### config.mk
export PLATFORM = sky130hd
export DESIGN_NAME = lfsr_rng_arbiter
export DESIGN_NICKNAME = d
export VERILOG_FILES = /design/src/rtl/lfsr_rng_arbiter_pkg.sv /design/src/rtl/lfsr_rng_arbiter_rr.sv /design/src/rtl/lfsr_rng_arbiter.sv
export SDC_FILE = /design/constraint.sdc
export NUM_CORES = 1
export LEC_CHECK = 0
export CAP_MARGIN = 10
export CORE_UTILIZATION = 45
export CTS_CLUSTER_DIAMETER = 30
export DETAILED_ROUTE_END_ITERATION = 10
export PLACE_DENSITY = 0.81
export REMOVE_ABC_BUFFERS = 1
export SLEW_MARGIN = 10
export SYNTH_ARGS = -nofsm -noshare
export SYNTH_HDL_FRONTEND = slang
export SYNTH_SLANG_ARGS = --single-unit
### constraint.sdc
create_clock -name clock -period 4.4 [get_ports clock]
set_clock_uncertainty 0.15 [all_clocks]
set_input_delay 0.44 -clock clock [delete_from_list [all_inputs] [get_ports clock]]
set_output_delay 0.44 -clock clock [all_outputs]
set_load 0.005 [all_outputs]
### src/rtl/lfsr_rng_arbiter_pkg.sv
// Shared types and constants for the LFSR random-number server.
// Taps describe the 16-bit Fibonacci polynomial x^16+x^14+x^13+x^11+1.
package lfsr_pkg;

  typedef enum logic [1:0] {
    ST_IDLE  = 2'd0,
    ST_SHIFT = 2'd1,
    ST_DONE  = 2'd2
  } state_e;

  localparam int TAP_A = 15;
  localparam int TAP_B = 13;
  localparam int TAP_C = 12;
  localparam int TAP_D = 10;

  localparam logic [15:0] DEFAULT_SEED = 16'hACE1;

endpackage

### src/rtl/lfsr_rng_arbiter_rr.sv
// Round-robin picker: first asserted request searching upward from last+1,
// wrapping, so the most recently served requester has the lowest priority.
module rr_arbiter #(
  parameter int NREQ  = 4,
  parameter int IDX_W = $clog2(NREQ)
) (
  input  logic [NREQ-1:0]  req,
  input  logic [IDX_W-1:0] last,
  output logic [NREQ-1:0]  grant,
  output logic [IDX_W-1:0] idx
);

  logic             found;
  logic [IDX_W-1:0] cand;

  always_comb begin
    grant = '0;
    idx   = '0;
    found = 1'b0;
    cand  = '0;
    for (int i = 1; i <= NREQ; i++) begin
      cand = IDX_W'((int'(last) + i) % NREQ);
      if (!found && req[cand]) begin
        grant[cand] = 1'b1;
        idx         = cand;
        found       = 1'b1;
      end
    end
  end

endmodule

### src/rtl/lfsr_rng_arbiter.sv
// Random-number server: one Fibonacci LFSR, a fresh WORD_W-bit word per grant,
// round-robin shared between NREQ requesters. Seed may be reloaded while idle.
module lfsr_rng_arbiter
  import lfsr_pkg::*;
#(
  parameter int                NREQ   = 4,
  parameter int                LFSR_W = 16,
  parameter int                WORD_W = 8,
  parameter logic [LFSR_W-1:0] SEED   = LFSR_W'(DEFAULT_SEED)
) (
  input  logic              clock,
  input  logic              reset,
  input  logic [NREQ-1:0]   req,
  output logic [NREQ-1:0]   ack,
  output logic [WORD_W-1:0] rdata,
  input  logic              seed_load,
  input  logic [LFSR_W-1:0] seed,
  output logic              busy,
  output state_e            dbg_state,
  output logic [LFSR_W-1:0] dbg_lfsr
);

  localparam int IDX_W = (NREQ > 1) ? $clog2(NREQ) : 1;
  localparam int CNT_W = $clog2(WORD_W) + 1;

  // Handshake: a requester holds req[i] high until it sees ack[i], a one-cycle
  // pulse during which rdata carries its word; it must drop req the next cycle.

  state_e             state_q, state_d;
  logic [LFSR_W-1:0]  r_q, r_d;
  logic [WORD_W-1:0]  w_q, w_d;
  logic [CNT_W-1:0]   cnt_q, cnt_d;
  logic [NREQ-1:0]    grant_oh_q, grant_oh_d;
  logic [IDX_W-1:0]   grant_idx_q, grant_idx_d;
  logic [IDX_W-1:0]   last_q, last_d;
  logic [WORD_W-1:0]  rdata_q, rdata_d;
  logic [NREQ-1:0]    ack_q, ack_d;
  logic [NREQ-1:0]    arb_grant;
  logic [IDX_W-1:0]   arb_idx;
  logic               fb;

  rr_arbiter #(.NREQ(NREQ), .IDX_W(IDX_W)) u_rr (
    .req   (req),
    .last  (last_q),
    .grant (arb_grant),
    .idx   (arb_idx)
  );

  always_comb begin
    state_d     = state_q;
    r_d         = r_q;
    w_d         = w_q;
    cnt_d       = cnt_q;
    grant_oh_d  = grant_oh_q;
    grant_idx_d = grant_idx_q;
    last_d      = last_q;
    rdata_d     = rdata_q;
    ack_d       = '0;
    fb          = r_q[TAP_A] ^ r_q[TAP_B] ^ r_q[TAP_C] ^ r_q[TAP_D];
    case (state_q)
      ST_IDLE: begin
        // A zero seed would lock the LFSR, so it falls back to SEED.
        if (seed_load) begin
          r_d = (seed == '0) ? SEED : seed;
        end else if (|req) begin
          grant_oh_d  = arb_grant;
          grant_idx_d = arb_idx;
          cnt_d       = '0;
          state_d     = ST_SHIFT;
        end
      end
      ST_SHIFT: begin
        r_d   = {r_q[LFSR_W-2:0], fb};
        w_d   = WORD_W'({w_q, fb});
        cnt_d = cnt_q + CNT_W'(1);
        if (cnt_q == CNT_W'(WORD_W - 1)) state_d = ST_DONE;
      end
      ST_DONE: begin
        rdata_d = w_q;
        ack_d   = grant_oh_q;
        last_d  = grant_idx_q;
        state_d = ST_IDLE;
      end
      default: state_d = ST_IDLE;
    endcase
  end

  always_ff @(posedge clock or posedge reset) begin
    if (reset) begin
      state_q     <= ST_IDLE;
      r_q         <= SEED;
      w_q         <= '0;
      cnt_q       <= '0;
      grant_oh_q  <= '0;
      grant_idx_q <= '0;
      last_q      <= IDX_W'(NREQ - 1);
      rdata_q     <= '0;
      ack_q       <= '0;
    end else begin
      state_q     <= state_d;
      r_q         <= r_d;
      w_q         <= w_d;
      cnt_q       <= cnt_d;
      grant_oh_q  <= grant_oh_d;
      grant_idx_q <= grant_idx_d;
      last_q      <= last_d;
      rdata_q     <= rdata_d;
      ack_q       <= ack_d;
    end
  end

  assign ack       = ack_q;
  assign rdata     = rdata_q;
  assign busy      = (state_q != ST_IDLE);
  assign dbg_state = state_q;
  assign dbg_lfsr  = r_q;

endmodule

### After elaboration in Yosys (flattened, before gate mapping)

Cells that the tools add are included.

| storage, ports and cells | value |
|---|---|
| word-level logic and storage cells | 93 |
| register bits after elaboration | 50 |
| output and inout port bits | 31 |
| input port bits | 23 |

| cells by class | value |
|---|---|
| order comparisons | 8 |
| multiplexer cells | 38 |
| eq/ne operators | 7 |
| $add $sub $neg | 5 |
| reduce and logical (&&, ||, !) cells | 19 |
| bitwise gates (word level) | 7 |

Operator list:

| kind | count |
|---|---|
| 16-bit two-way mux | 2 |
| 16-bit one-hot mux with 2 select lines | 1 |
| 4-bit two-way mux | 7 |
| 16-bit logical NOT | 1 |
| 2-bit two-way mux | 7 |
| 2-bit by 3-bit < comparator with 1-bit output (second input constant) | 4 |
| 4-bit bitwise OR | 3 |
| 1-bit two-way mux | 11 |
| 3-bit AND reduction | 3 |
| 1-bit binary-select mux with 2-bit select | 4 |
| 1-bit demux with 2-bit select | 4 |
| 2-bit by 1-bit greater-or-equal comparator with 1-bit output (second input constant) | 4 |
| 2-bit inequality test (second input constant) | 4 |
| 4-bit one-hot mux with 2 select lines | 1 |
| 1-bit logical AND | 7 |
| 2-bit by 1-bit adder with 2-bit output (second input constant) | 2 |
| 2-bit adder (second input constant) | 2 |
| 4-bit by 1-bit adder with 4-bit output (second input constant) | 1 |
| 4-bit by 3-bit == test with 1-bit output (second input constant) | 1 |
| 2-bit one-hot mux with 2 select lines | 1 |
| 2-bit nonzero test | 2 |
| 4-bit OR reduction | 1 |
| 1-bit logical NOT | 3 |
| 1-bit bitwise XOR | 3 |
| 5 further kinds | 5 |

### Logic depth before layout (Yosys ltp)

| depth | value |
|---|---|
| word-level depth | 13 |
| depth in mapped cells | 9 |
| depth with buffers taken out | 7 |

### By module

From an unflattened synthesis, not the netlist that was laid out.

| second synthesis, totals | value |
|---|---|
| cell total of the unflattened synthesis | 274 |
| area total of the unflattened synthesis | 2690.1 µm² |

Modules (own cells, without submodules):

| module | area an instance (µm²) | seq. area each (µm²) | times used | cells each |
|---|---|---|---|---|
| lfsr_rng_arbiter | 2144.6 | 1263.7 | 1 | 206 |
| rr_arbiter | 545.5 | 0.0 | 1 | 68 |

### Least setup slack after synthesis

No wires, ideal clock.

| timing path | value |
|---|---|
| kind | flip-flop to flip-flop |
| start point | reg last_q[0] |
| end point | reg grant_idx_q[0] |
| required time | 4122 ps |
| data arrival time | 2112 ps |
| stages on the path, launching flop included | 10 |
| slack | 2010 ps |
| library setup time | 128 ps |
| cells stage by stage | dfstp_2 buf_4 inv_1 ha_1 buf_6 or3b_1 o311a_1 o32a_1 o22ai_1 o21ai_1 |

| between the ends | value |
|---|---|
| word-level cells in the longest chain between the ends | 13 |
| elaborated cells between the ends (all ways) | 25 |
| those cells by class | 4 x add/sub; 15 x mux; 6 x reduce/logical |

Ends and longest elaborated chain:

| element | line | RTL |
|---|---|---|
| from (decl) | lfsr_rng_arbiter.sv:35 | `logic [IDX_W-1:0] last_q, last_d;` |
| from (signal assigned) | lfsr_rng_arbiter.sv:96 | `last_q <= IDX_W'(NREQ - 1);` |
| from (signal assigned) | lfsr_rng_arbiter.sv:106 | `last_q <= last_d;` |
| 2-bit by 1-bit adder with 2-bit output | lfsr_rng_arbiter_rr.sv:22 | `cand = IDX_W'((int'(last) + i) % NREQ);` |
| 1-bit binary-select mux with 2-bit select | lfsr_rng_arbiter_rr.sv:23 | `if (!found && req[cand]) begin` |
| 1-bit two-way mux (not written as such) | lfsr_rng_arbiter_rr.sv:23 |  |
| 1-bit two-way mux | lfsr_rng_arbiter_rr.sv:23 |  |
| 1-bit logical NOT | lfsr_rng_arbiter_rr.sv:23 |  |
| 1-bit logical AND | lfsr_rng_arbiter_rr.sv:23 |  |
| 1-bit two-way mux | lfsr_rng_arbiter_rr.sv:23 |  |
| 1-bit logical NOT | lfsr_rng_arbiter_rr.sv:23 |  |
| 1-bit logical AND | lfsr_rng_arbiter_rr.sv:23 |  |
| 1-bit two-way mux | lfsr_rng_arbiter_rr.sv:23 |  |
| 1-bit logical NOT | lfsr_rng_arbiter_rr.sv:23 |  |
| 1-bit logical AND | lfsr_rng_arbiter_rr.sv:23 |  |
| 2-bit two-way mux * | lfsr_rng_arbiter_rr.sv:23 |  |
| to (signal assigned) | lfsr_rng_arbiter.sv:105 | `grant_idx_q <= grant_idx_d;` |
| to (decl) | lfsr_rng_arbiter.sv:34 | `logic [IDX_W-1:0] grant_idx_q, grant_idx_d;` |

Mark *: on every way between the ends. The rest lies on a longest branch, timed or not. The select of a mux whose other input is x is not followed.
A chain may end at the register's enable or synchronous reset.

### Worst setup path after layout

| timing path | value |
|---|---|
| start point | reg last_q[0] |
| end point | reg grant_oh_q[2] |

| between the ends | value |
|---|---|
| word-level cells in the longest chain between the ends | 13 |
| elaborated cells between the ends (all ways) | 48 |
| those cells by class | 4 x add/sub; 8 x order compare; 23 x mux; 3 x bitwise; 10 x reduce/logical |

Ends and longest elaborated chain:

| element | line | RTL |
|---|---|---|
| branches (longest 12 deep; another with 2-bit by 3-bit < comparator with 1-bit output) | -- |  |
| 4-bit two-way mux * | lfsr_rng_arbiter_rr.sv:23 |  |
| to (signal assigned) | lfsr_rng_arbiter.sv:104 | `grant_oh_q <= grant_oh_d;` |
| to (decl) | lfsr_rng_arbiter.sv:33 | `logic [NREQ-1:0] grant_oh_q, grant_oh_d;` |

Mark *: on every way between the ends. The select of a mux whose other input is x is not followed.

==> metrics.cfg <==
[outcome]
status = completed

[cells_and_area]
areaGrowthSynthToFinish_pct = 27.2
num_antenna_cells = 0
layout-drive-gt1-share = 0.0927
instances_no_fill = 385
design_area_um2 = 3240
fin_nets = 344

[sta]
fin_crit_sh = 0.596
hold_slack_ns = 0.332
hold_viol = 0
post-route-min-period_ns = 2.62
tightest_slew_ns = 0.981
fmax_ghz = 0.381
finalSetupTns_ns = 0
rsz0062_at_grt = no
relSlewSlack = 0.345
setup_violations = 0
slew_violations = 0

[cts]
clock-sinks = 50
clk_latency_ns = 0.30
htree_levels = 2
cts_tree = done
cts_resized = 0
ctsHoldBuffers = 0
clk_path_buf_depth = 2
cts_made_buffers = 5
clkTransAtPathRegs_ns = 0.09
root_buffer = clkbuf_8
postCtsSetupBuffers = 0

[floorplan]
core_um2 = 5470
rows = 27
dieArea_um2 = 5970
initial_utilization = 0.465
ios = 54
fp.dieW_um = 77.2
fp.dieH_um = 77.2

[worst_setup_path]
cp.arrival_ns = 2.64
ff2ff_setup_slack_ns = 1.78
path_max_fanout = 16
critPathKind = reg2reg
worstReg2RegEnd = grant_oh_q[2]
worstReg2RegStart = last_q[0]
required_ns = 4.42
crit_slowest_cell = dfstp_2
worst-r2r-cell-count = 5
startpoint_type = flop
crit_path_cell_trace = inv_1 > ha_1 > mux4_2 > a222oi_1 > a21oi_1
cp-end-kind = flop
critPathMaxStageDelay_ns = 0.74

[grt]
grt_max_degree = 51
grt_overflow = 0
grtUsageTotal = 0.196
antenna_found_initial = 0
grt_first_pass_wirelength_um = 9360
grt_pass1_vias = 1957

[synthesis]
yosysTopAreaCell = dfrtp_1
synth_top_cells_by_count = nand2_1 (73), dfrtp_1 (40), a22oi_1 (16)
synth.top_cell.area_share = 0.393
synthDistinctLibCells = 41
ys.warnings.count = 0
mappedNetlistArea_um2 = 2550
yosysMostFrequentCell = nand2_1
avgSynthCellArea_um2 = 9.54
synth_top_flop_cell = dfrtp_1
synthArstFlopShare = 1.00
synth-seq-cells = 50
synth_edf_count = 0
netlist_top_cells_area = dfrtp_1 (39%), nand2_1 (11%), dfstp_2 (10%)
synth.yosys.seq_area_share = 0.496
synthCells = 267

[detailed_routing]
drtAntennaViolNets = 0
detailedRoute.firstPassIterationCount = 4
viasPerCell = 5.46
dr_total_vias = 2104
routed_wl_um = 5520
routedWlPerCell_um = 14.3
drc = 0
drt_iter0_drc = 169

[placement]
hpwl_um = 3790
gp_congestion = 0.817
post-place-cells = 377
port_buffers = 53
dpl_cell_area_um2 = 3100

[worst_hold_path]
min_path_cells = 2
min_path_type = reg2reg
worstHoldStart = rdata[3]
whs_endpoint = rdata[3]

[pwr]
report.power.total_mw = 2.19
leakage_nw = 1.41
switching_power_mw = 0.785
pwr-share-comb = 0.428
swShare = 0.358
sequentialPowerShare = 0.393
clkPwrFrac = 0.179
cellPowerDensity_nw_per_um2 = 677
p_int_mw = 1.41
vdd.ir_drop.worst_v = 0.000305

[flow_run]
cap_violations = 0

## placed cells by master (no fill, tap or decap), drive strengths merged, types with 3 or more instances in the layout
| cell | count |
|---|---|
| nand2 | 73 |
| clkdlybuf4s50 | 53 |
| dfrtp | 40 |
| o21ai | 22 |
| a22oi | 16 |
| dfstp | 10 |
| ha | 9 |
| a21oi | 8 |
| nor2 | 8 |
| clkbuf | 6 |
| inv | 6 |
| nor4 | 5 |
| and2 | 5 |
| mux2i | 5 |
| nand2b | 4 |
| or3b | 4 |
| a222oi | 4 |
| nor3 | 3 |
| nand3b | 3 |
| a22o | 3 |
## stage by stage
step	util	setup WS (ns)
floorplan	-	2.04
global placement	0.566	1.90
detailed placement	0.566	1.82
CTS	0.592	1.82
global route	0.592	1.62
finish	0.592	1.78
## worst max-delay path, delay by kind of cell, from the launching register on
family	cells	cell delay, ns
compound gates	2	0.47
fa+ha+maj	1	0.49
buf+inv	1	0.22
flops	1	0.74
mux	1	0.42
## routing by layer
layer	global-route usage	share of wire	up-vias
li1	-	-	1026
met1	0.272	0.46	1026
met2	0.312	0.50	48
met3	0.0321	0.026	4
met4	0.0642	0.0091	0
met5	0	0	-
## area by class of cell
type                    count  area, µm²
clock buffers               6       82.6
clock inverters             2       60.1
fillers                   460       2230
inverters                   6       22.5
multi-input cells         195       1180
flip-flops and latches     50       1260
well taps                  72       90.1
repair buffers             54        538
## kinds of logic after synthesis
kind of cell,share of synthesized area
flip-flops,0.496
multiplexers,0.0373
adder cells (fa/ha/maj),0.0442
AO/OA/AOI/OAI,0.167
AND/OR/NAND/NOR,0.206
buffers and inverters,0.0398
XOR/XNOR,0.0103
## state kept, by name, indices dropped and copies added (netlist names)
name,cells
dbg_lfsr,16
rdata,8
w_q,8
ack,4
cnt_q,4
grant_oh_q,4
dbg_state,2
grant_idx_q,2
last_q,2
## power by group through the flow
| stage | Sequential (mW) | Clock [mW] | Combinational, mW |
|---|---|---|---|
| after floorplan | 0.839 | 0 | 0.547 |
| after global placement | 0.855 | 0 | 0.904 |
| after detailed placement | 0.865 | 0 | 0.929 |
| after CTS | 0.860 | 0.399 | 0.941 |
| after global routing | 0.891 | 0.417 | 1.04 |
| final | 0.862 | 0.393 | 0.938 |
## worst max path at each step
stage                         start        endpoint  slack (ns)  cells past startpoint
after floorplan           last_q[0]  grant_idx_q[0]        2.04                      7
after global placement       req[2]   grant_oh_q[0]        1.90                      6
after detailed placement  last_q[0]  grant_idx_q[0]        1.82                      7
after CTS                 last_q[0]   grant_oh_q[2]        1.82                      7
after global routing      last_q[0]   grant_oh_q[0]        1.62                      7
final                     last_q[0]   grant_oh_q[2]        1.78                      5
Note: power is estimated with default switching activity, not from simulation.
